**src/rtl/addr_gen_mem_arbiter_pkg.sv**
```systemverilog
`default_nettype none
// ----------------------------------------------------------------------------
// addr_gen_mem_arbiter_pkg : shared widths and response-stage type
// Rev 1.0
// ----------------------------------------------------------------------------
package addr_gen_mem_arbiter_pkg;

  localparam int NUM_CH_MAX = 8;

  function automatic int id_width(input int n);
    return (n > 1) ? $clog2(n) : 1;
  endfunction

  // Stage id is sized for the widest supported channel count so one type fits every build
  localparam int STAGE_ID_W = id_width(NUM_CH_MAX);

  typedef struct packed {
    logic                  valid;
    logic [STAGE_ID_W-1:0] id;
  } resp_stage_t;

endpackage
`default_nettype wire

```
**src/rtl/addr_gen_mem_arbiter_if.sv**
```systemverilog
`default_nettype none
// ----------------------------------------------------------------------------
// addr_gen_mem_arbiter_if : channel request/response and memory port bundle
// Rev 1.0
// ----------------------------------------------------------------------------
interface addr_gen_mem_arbiter_if #(
  parameter int NUM_CH = 4,
  parameter int ADDR_W = 10,
  parameter int DATA_W = 32
) ();
  logic [NUM_CH-1:0]        ch_valid;
  logic [NUM_CH*ADDR_W-1:0] ch_addr;
  logic [NUM_CH-1:0]        ch_ready;
  logic [NUM_CH-1:0]        ch_rvalid;
  logic [DATA_W-1:0]        rdata;
  logic                     mem_en;
  logic [ADDR_W-1:0]        mem_addr;
  logic [DATA_W-1:0]        mem_rdata;

  modport master (
    output ch_valid, ch_addr, mem_rdata,
    input  ch_ready, ch_rvalid, rdata, mem_en, mem_addr
  );

  modport slave (
    input  ch_valid, ch_addr, mem_rdata,
    output ch_ready, ch_rvalid, rdata, mem_en, mem_addr
  );
endinterface
`default_nettype wire

```
**src/rtl/addr_gen_mem_arbiter_rr_pick.sv**
```systemverilog
`default_nettype none
// ----------------------------------------------------------------------------
// addr_gen_mem_arbiter_rr_pick : first set request scanning upward from a base
// Rev 1.0
// ----------------------------------------------------------------------------
module addr_gen_mem_arbiter_rr_pick #(
  parameter int N     = 4,
  parameter int IDX_W = 2
) (
  input  wire logic [N-1:0]     i_req,
  input  wire logic [IDX_W-1:0] i_base,
  output logic                  o_found,
  output logic [IDX_W-1:0]      o_idx
);

  logic [IDX_W-1:0] w_j;

  // Scan from the far end so the candidate nearest the base is written last
  always_comb begin
    o_found = 1'b0;
    o_idx   = '0;
    w_j     = '0;
    for (int k = N - 1; k >= 0; k--) begin
      w_j = IDX_W'((int'(i_base) + k) % N);
      if (i_req[w_j]) begin
        o_found = 1'b1;
        o_idx   = w_j;
      end
    end
  end

endmodule
`default_nettype wire

```
**src/rtl/addr_gen_mem_arbiter.sv**
```systemverilog
`default_nettype none
// ----------------------------------------------------------------------------
// addr_gen_mem_arbiter : round-robin, burst-locked sharing of one read port
// Rev 1.0
// ----------------------------------------------------------------------------
module addr_gen_mem_arbiter
  import addr_gen_mem_arbiter_pkg::*;
#(
  parameter int NUM_CH    = 4,
  parameter int ADDR_W    = 10,
  parameter int DATA_W    = 32,
  parameter int MEM_LAT   = 1,
  parameter int MAX_BURST = 4
) (
  input  wire logic             clk,
  input  wire logic             rst,
  addr_gen_mem_arbiter_if.slave bus
);

  localparam int ID_W = id_width(NUM_CH);
  localparam int BC_W = $clog2(MAX_BURST + 1);

  logic [ID_W-1:0]   r_ptr, r_owner;
  logic              r_locked;
  logic [BC_W-1:0]   r_burst_cnt;
  logic [ID_W-1:0]   w_ptr_nxt, w_owner_nxt;
  logic              w_locked_nxt;
  logic [BC_W-1:0]   w_burst_cnt_nxt;

  logic              w_hold, w_found, w_grant_vld;
  logic [ID_W-1:0]   w_scan_idx, w_grant_id;
  logic [ADDR_W-1:0] w_ch_addr [NUM_CH];

  resp_stage_t       r_pipe [MEM_LAT];
  logic [NUM_CH-1:0] r_rvalid;
  logic [DATA_W-1:0] r_rdata;

  for (genvar i = 0; i < NUM_CH; i++) begin : g_addr
    assign w_ch_addr[i] = bus.ch_addr[i*ADDR_W +: ADDR_W];
  end

  addr_gen_mem_arbiter_rr_pick #(
    .N     (NUM_CH),
    .IDX_W (ID_W)
  ) u_pick (
    .i_req   (bus.ch_valid),
    .i_base  (r_ptr),
    .o_found (w_found),
    .o_idx   (w_scan_idx)
  );

  assign w_hold      = r_locked & bus.ch_valid[r_owner];
  assign w_grant_vld = ~rst & (w_hold | w_found);
  assign w_grant_id  = w_hold ? r_owner : w_scan_idx;

  always_ff @(posedge clk or posedge rst) begin
    if (rst) begin
      r_ptr       <= '0;
      r_owner     <= '0;
      r_locked    <= 1'b0;
      r_burst_cnt <= '0;
    end else begin
      r_ptr       <= w_ptr_nxt;
      r_owner     <= w_owner_nxt;
      r_locked    <= w_locked_nxt;
      r_burst_cnt <= w_burst_cnt_nxt;
    end
  end

  always_comb begin
    w_ptr_nxt       = r_ptr;
    w_owner_nxt     = r_owner;
    w_locked_nxt    = r_locked;
    w_burst_cnt_nxt = r_burst_cnt;
    // An owner that stops requesting gives up the lock in the same cycle
    if (r_locked && !bus.ch_valid[r_owner]) begin
      w_locked_nxt    = 1'b0;
      w_burst_cnt_nxt = '0;
    end
    if (w_grant_vld) begin
      w_ptr_nxt = (w_grant_id == ID_W'(NUM_CH - 1)) ? '0 : w_grant_id + 1'b1;
      if (w_hold) begin
        if ((r_burst_cnt + BC_W'(1)) == BC_W'(MAX_BURST)) begin
          w_locked_nxt    = 1'b0;
          w_burst_cnt_nxt = '0;
        end else begin
          w_burst_cnt_nxt = r_burst_cnt + BC_W'(1);
        end
      end else begin
        w_owner_nxt     = w_grant_id;
        w_burst_cnt_nxt = BC_W'(1);
        w_locked_nxt    = (MAX_BURST > 1);
      end
    end
  end

  always_comb begin
    bus.ch_ready = '0;
    bus.mem_en   = 1'b0;
    bus.mem_addr = '0;
    if (w_grant_vld) begin
      bus.ch_ready = NUM_CH'(1) << w_grant_id;
      bus.mem_en   = 1'b1;
      bus.mem_addr = w_ch_addr[w_grant_id];
    end
  end

  always_ff @(posedge clk or posedge rst) begin
    if (rst) begin
      for (int s = 0; s < MEM_LAT; s++) r_pipe[s] <= '0;
      r_rvalid <= '0;
      r_rdata  <= '0;
    end else begin
      r_pipe[0].valid <= w_grant_vld;
      r_pipe[0].id    <= STAGE_ID_W'(w_grant_id);
      for (int s = 1; s < MEM_LAT; s++) r_pipe[s] <= r_pipe[s-1];
      r_rvalid <= '0;
      if (r_pipe[MEM_LAT-1].valid) begin
        r_rvalid <= NUM_CH'(1) << r_pipe[MEM_LAT-1].id;
        r_rdata  <= bus.mem_rdata;
      end
    end
  end

  assign bus.ch_rvalid = r_rvalid;
  assign bus.rdata     = r_rdata;

endmodule
`default_nettype wire

```
**src/flat_wrapper.sv**
```systemverilog
// flat-port wrapper written by rule: the top's interface ports become plain ports
module addr_gen_mem_arbiter_flat import addr_gen_mem_arbiter_pkg::*;
#(
  parameter int NUM_CH    = 4,
  parameter int ADDR_W    = 10,
  parameter int DATA_W    = 32,
  parameter int MEM_LAT   = 1,
  parameter int MAX_BURST = 4
)
  (clk, rst, bus_ch_valid, bus_ch_addr, bus_mem_rdata, bus_ch_ready, bus_ch_rvalid, bus_rdata, bus_mem_en, bus_mem_addr);
  addr_gen_mem_arbiter_if #(.NUM_CH(NUM_CH), .ADDR_W(ADDR_W), .DATA_W(DATA_W)) bus_i ();
  input  wire logic clk;
  input  wire logic rst;
  input wire logic [$bits(bus_i.ch_valid)-1:0] bus_ch_valid;
  input wire logic [$bits(bus_i.ch_addr)-1:0] bus_ch_addr;
  input wire logic [$bits(bus_i.mem_rdata)-1:0] bus_mem_rdata;
  output wire logic [$bits(bus_i.ch_ready)-1:0] bus_ch_ready;
  output wire logic [$bits(bus_i.ch_rvalid)-1:0] bus_ch_rvalid;
  output wire logic [$bits(bus_i.rdata)-1:0] bus_rdata;
  output wire logic [$bits(bus_i.mem_en)-1:0] bus_mem_en;
  output wire logic [$bits(bus_i.mem_addr)-1:0] bus_mem_addr;
  assign bus_i.ch_valid = bus_ch_valid;
  assign bus_i.ch_addr = bus_ch_addr;
  assign bus_i.mem_rdata = bus_mem_rdata;
  assign bus_ch_ready = bus_i.ch_ready;
  assign bus_ch_rvalid = bus_i.ch_rvalid;
  assign bus_rdata = bus_i.rdata;
  assign bus_mem_en = bus_i.mem_en;
  assign bus_mem_addr = bus_i.mem_addr;
  addr_gen_mem_arbiter #(.NUM_CH(NUM_CH), .ADDR_W(ADDR_W), .DATA_W(DATA_W), .MEM_LAT(MEM_LAT), .MAX_BURST(MAX_BURST)) u_core (.clk(clk), .rst(rst), .bus(bus_i));
endmodule
```
**config.mk**
```make
export PLATFORM = sky130hd
export DESIGN_NAME = addr_gen_mem_arbiter_flat
export DESIGN_NICKNAME = d
export VERILOG_FILES = /design/src/rtl/addr_gen_mem_arbiter_pkg.sv /design/src/rtl/addr_gen_mem_arbiter_if.sv /design/src/rtl/addr_gen_mem_arbiter_rr_pick.sv /design/src/rtl/addr_gen_mem_arbiter.sv /design/src/flat_wrapper.sv
export SDC_FILE = /design/constraint.sdc
export NUM_CORES = 1
export LEC_CHECK = 0
export CAP_MARGIN = 40
export CORE_ASPECT_RATIO = 1.2
export CORE_UTILIZATION = 40
export DETAILED_ROUTE_END_ITERATION = 16
export DONT_BUFFER_PORTS = 1
export PLACE_DENSITY = 0.56
export SETUP_SLACK_MARGIN = 0.5
export SLEW_MARGIN = 20
export SYNTH_ARGS = -nofsm -noshare
export SYNTH_HDL_FRONTEND = slang
export SYNTH_SLANG_ARGS = --single-unit
```
**constraint.sdc**
```tcl
create_clock -name clk -period 6.5 [get_ports clk]
set_input_delay 0.65 -clock clk [delete_from_list [all_inputs] [get_ports clk]]
set_output_delay 0.65 -clock clk [all_outputs]
set_load 0.05 [all_outputs]
```
[Yosys cells after proc, flatten, opt, wreduce, memory -nomap -nowiden]
Cells that the tools add are included.
W data, S select, Z words.
Word-level totals
  flip-flop bits (word level): 47
  input bits: 78
  output and inout port bits: 51
  logic and storage cells: 68
Cells by class
  $add $sub $neg: 5
  magnitude comparators: 6
  equality and inequality tests: 2
  shifts and indexed selects: 2
  multiplexer cells: 35
  bitwise logic cells: 6
  reduce and logical (&&, ||, !) cells: 4
Operators with widths (number)
  $mux W10: 3
  $bmux W10 S2: 1
  $lt A2 B3 Y1 const B: 5
  $mux W1: 14
  $mux W2: 6
  $mux W3: 4
  $bmux W1 S2: 5
  $mux W4: 2
  $shl A1 B2 Y4 const A: 2
  $add A2 B1 Y2 const B: 2
  $add A2 B2 Y2 const B: 2
  $add A3 B1 Y3 const B: 1
  $eq A3 B3 Y1 const B: 1
  $ge A3 B3 Y1 const B: 1
  $not A2 Y3: 1
  $and A1 B1 Y1: 2
  $eq A2 B2 Y1 const B: 1
  $not A1 Y1: 2
  $reduce_and A2 Y1: 1
  $reduce_bool A2 Y1: 1
  $logic_and A1 B1 Y1: 1
  $logic_not A1 Y1: 1
  $or A1 B1 Y1: 1

[Logic depth before layout (Yosys ltp)]
  depth after elaboration: 13
  mapped depth: 7
  mapped depth without buffers: 7

[Cells and area by module]
From an unflattened synthesis, not the netlist that was laid out.
Second synthesis, totals
  cell total of the unflattened synthesis: 183
  area, all modules: 2314.7 um^2
Modules (own cells, without submodules)
  addr_gen_mem_arbiter: instances 1, cells an instance 170, area each 2237.1 um^2, sequential area each 1176.1 um^2
  addr_gen_mem_arbiter_rr_pick: instances 1, cells an instance 13, area each 77.6 um^2, sequential area each 0.0 um^2

[Worst setup path after synthesis]
No wires, ideal clock.
  kind: in2out
  start point: input port bus_ch_valid[0]
  end point: output port bus_mem_addr[8]
  data arrival time: 2.555 ns
  required time: 5.850 ns
  slack: 3.295 ns
  cell stages on the path: 7
  path buffers: 2
  path through: nor4_1 > or2_1 > clkbuf_1 > inv_2 > clkbuf_1 > o21ai_4 > o22ai_2
On the way
  cells in the longest elaborated chain, start to end: 12
  elaborated cells on any way between the ends: 27
  those cells by class: mux (23); bitwise (4)
Ends and longest elaborated chain
  start, declared: RTL line flat_wrapper.sv:14  | input wire logic [$bits(bus_i.ch_valid)-1:0] bus_ch_valid;
  $bmux W1 S2: RTL line addr_gen_mem_arbiter_rr_pick.sv:25  | if (i_req[w_j]) begin
  $mux W1 (implied by the code): RTL line addr_gen_mem_arbiter_rr_pick.sv:25
  $mux W2 (4 in series): RTL line addr_gen_mem_arbiter_rr_pick.sv:25
  $mux W2: RTL line addr_gen_mem_arbiter.sv:54  | assign w_grant_id = w_hold ? r_owner : w_scan_idx;
  $not A2 Y3 (implied by the code): RTL line addr_gen_mem_arbiter.sv:104  | bus.mem_addr = w_ch_addr[w_grant_id];
  $bmux W10 S2: RTL line addr_gen_mem_arbiter.sv:104
  $mux W10 (implied by the code) (2 in series): RTL line addr_gen_mem_arbiter.sv:104
  $mux W10 *: RTL line addr_gen_mem_arbiter.sv:101  | if (w_grant_vld) begin
  end, declared: RTL line flat_wrapper.sv:21  | output wire logic [$bits(bus_i.mem_addr)-1:0] bus_mem_addr;
Mark *: on every way between the ends. The rest lies on a longest branch, timed or not. The select of a mux whose other input is x is not followed.

[Final worst setup path]
  start point: register u_core.r_owner[1]
  end point: output port bus_mem_addr[3]
On the way
  cells in the longest elaborated chain, start to end: 9
  elaborated cells on any way between the ends: 11
  those cells by class: mux (7); bitwise (4)
Ends and longest elaborated chain
  start, declared: RTL line addr_gen_mem_arbiter.sv:23  | logic [ID_W-1:0] r_ptr, r_owner;
  start signal, assigned: RTL line addr_gen_mem_arbiter.sv:64  | r_owner <= w_owner_nxt;
  $bmux W1 S2: RTL line addr_gen_mem_arbiter.sv:52  | assign w_hold = r_locked & bus.ch_valid[r_owner];
  $mux W1 (implied by the code): RTL line addr_gen_mem_arbiter.sv:52
  $and A1 B1 Y1: RTL line addr_gen_mem_arbiter.sv:52
  $mux W2: RTL line addr_gen_mem_arbiter.sv:54
  $not A2 Y3 (implied by the code): RTL line addr_gen_mem_arbiter.sv:104
  $bmux W10 S2: RTL line addr_gen_mem_arbiter.sv:104
  $mux W10 (implied by the code) (2 in series): RTL line addr_gen_mem_arbiter.sv:104
  $mux W10 *: RTL line addr_gen_mem_arbiter.sv:101
Marks and branches as above.

==> qor.yml <==
status: "complete, no violations"
fmax_mhz: 303
rows: 30
cts_num_sinks: 47
tightestPinTransition_ns: 0.610
r2r_slack_ns: 4.54
yosysWarnings: 0
synth_fp_nets: 273
core_sq_mm: 0.00574
critPathKind: "flip-flop to output port"
crit_chain: "mux2i_1, o22ai_2, and3b_4, or3_1, o22ai_2"
cp_max_fo: 10
cts_root_buf: "clkbuf_8"
final_nets: 274
num_vias: 1473
routabilityCongestion: 0.830
leakagePower_nw: 1.14
setup_viol: 0
regArea_sq_mm: 0.00118
dp_hpwl_mm: 3.58
post_cts_buffers: 0
synthFlopType: "dfrtp_1"
grt_pass1_wl_mm: 6.82
cp-end-kind: "output port"
grt_max_degree: 37
multi_input_area_sq_mm: 0.00117
ys_seq_area_share_pct: 48.5
ys_ff_latch: 47
initial_core_util_pct: 42.2
fill_cells: 528
grt_pass1_vias: 1527
drv_cap: 0
rr_worst_depth: 7
slew_headroom_pct: 59.4
cp.required_ns: 5.85
cp-endpoint: "bus_mem_addr[3]"
drc: 0
avgRoutedWirePerCell_microns: 17.0
timing.final.crit_share_pct: 50.8
area.growth.synth_to_final_pct: 8.72
worstPathArrival_ns: 2.65
drv_slew: 0
use_met2_pct: 26.4
max_stage_delay_ns: 0.62
clock-skew-final_ns: 0.00609
worst-path-buf-inv: 0
hp-class: "input pin to asynchronous set/reset pin"
num_antenna_cells: 0
synthDistinctLibCells: 39
setup_tns_ns: 0
post_cts_resized: 0
finalWirelength_mm: 4.58
drive_gt1_share_pct: 33.7
grt_overflow: 0
ant_nets: 0
gr-usage-met1_pct: 13.7
viasPerCell: 5.46
startpoint: "u_core.r_owner[1]"
die_x_microns: 73.1
synth.top_cell.area_share_pct: 48.5
synth_common_cells: "dfrtp_1 (47), mux2_2 (32), mux2i_1 (23)"
io_pins: 129
synth_edf_count: 0
syn_avg_cell_area_sq_um: 12.9
crit_top_cell: "o22ai_2"
hold_viol: 0
gr-usage-all-layers_pct: 14.0
cts.path.max_buffers: 2
cp-start-kind: "flip-flop"
post-synth-top-count-cell: "dfrtp_1"
power_density_mw_per_mm2: 468
die_h_microns: 87.3
grt_use_met3_pct: 3.94
yosysTopAreaCell: "dfrtp_1"
fin_crit_ns: 3.30
htree_num_levels: 2
first_pass_iters: 4
busiest_layer: "met2"
tritoncts: "done"
worstSetupPathDepth: 5
antenna_found_initial: 0
path_delay_family: "compound AO/OA/AOI/OAI gates"
port_buffers: 0
synthTopCellsByArea: "dfrtp_1 (49%), mux2_2 (15%), mux2i_1 (9.5%)"
cp_slowest_cell: "o22ai_2"
whs_ns: 0.209
cts_buffers: 5
syn_area_sq_mm: 0.00242
clk_pin_slew_ns: 0.08
r2r-end: "u_core.r_ptr[1]"
synth_cells: 188
r2r_start: "u_core.r_owner[1]"
peakVddDrop_mv: 0.249
clk_latency_ns: 0.29
die_area_sq_mm: 0.00638
rsz0062_at_grt: "false"
synthArstFlopShare_pct: 100
cts_hold_buf: 0
power_mw: 1.23
drtIter0Drc: 26
-- sequential cells by signal, summed over array words and instances (netlist names) --
name,cells
u_core.r_burst_cnt,3
u_core.r_locked,1
u_core.bus.rdata,32
u_core.r_pipe,3
u_core.bus.ch_rvalid,4
u_core.r_owner,2
u_core.r_ptr,2
-- routing by layer --
metal,vias to the layer above,wire length [microns]
met1,702,1590
met3,10,364
met4,0,96
li1,672,-
met2,89,2530
met5,-,0
-- cells in the final DEF (no fill, tap or decap), types with 3 or more instances in the layout --
cell type	netlist	final
mux2i_1	23	23
o22ai_2	11	11
nor2_1	7	7
dfrtp_1	47	47
nand2_1	7	7
inv_2	2	3
and2_1	4	4
ha_1	7	7
nor2b_1	5	5
clkbuf_8	0	5
mux2_2	32	32
inv_1	5	4
-- where the power goes --
group / leakage [nW] / switching [mW] / internal [mW]
clock network: 0.0654 / 0.0896 / 0.154
registers: 0.562 / 0.153 / 0.346
logic: 0.511 / 0.317 / 0.174
total: 1.14 / 0.559 / 0.674
-- logic make-up (layout without fill, tap and decap cells) --
| kind of cell | count (synthesis) | count (layout) | synth area share (%) |
|---|---|---|---|
| AOI/OAI and AO/OA | 23 | 23 | 10.3 |
| adders and majority gates | 7 | 7 | 3.61 |
| buffers and inverters | 16 | 18 | 3.41 |
| DFF | 47 | 47 | 48.5 |
| muxes | 57 | 57 | 25.4 |
| and+or+nand+nor | 38 | 38 | 8.77 |
-- worst min-delay path by stage --
stage	end	slack, ns	cells past startpoint
after floorplan	u_core.bus.ch_rvalid[1]	0.43	1
after global placement	u_core.bus.ch_rvalid[1]	0.45	1
after CTS	u_core.r_owner[1]	0.21	1
after global routing	u_core.r_ptr[1]	0.22	1
after detailed placement	u_core.bus.ch_rvalid[1]	0.46	1
final	u_core.r_ptr[1]	0.21	1
-- through the flow --
| stage | utilization (%) | worst slack, ns | cells | instance area, sq um |
|---|---|---|---|---|
| final | 45.9 | 3.20 | 270 | 2640 |
| after global routing | 45.9 | 3.06 | 270 | 2640 |
| after CTS | 45.9 | 3.17 | 270 | 2640 |
| after detailed placement | 43.6 | 3.35 | 262 | 2500 |
| after global placement | 43.2 | 3.38 | 261 | 2480 |
| after floorplan | - | 3.30 | 188 | 2420 |
-- area by class of cell --
| cell class | instances | area share [%] |
|---|---|---|
| clock buffers | 6 | 2.75 |
| flip-flops and latches | 47 | 44.6 |
| clock inverters | 2 | 2.28 |
| repair buffers | 3 | 1.33 |
| well taps | 80 | 3.80 |
| inverters | 7 | 0.997 |
| multi-input cells | 125 | 44.2 |
Power figures use the tool's default switching activity.
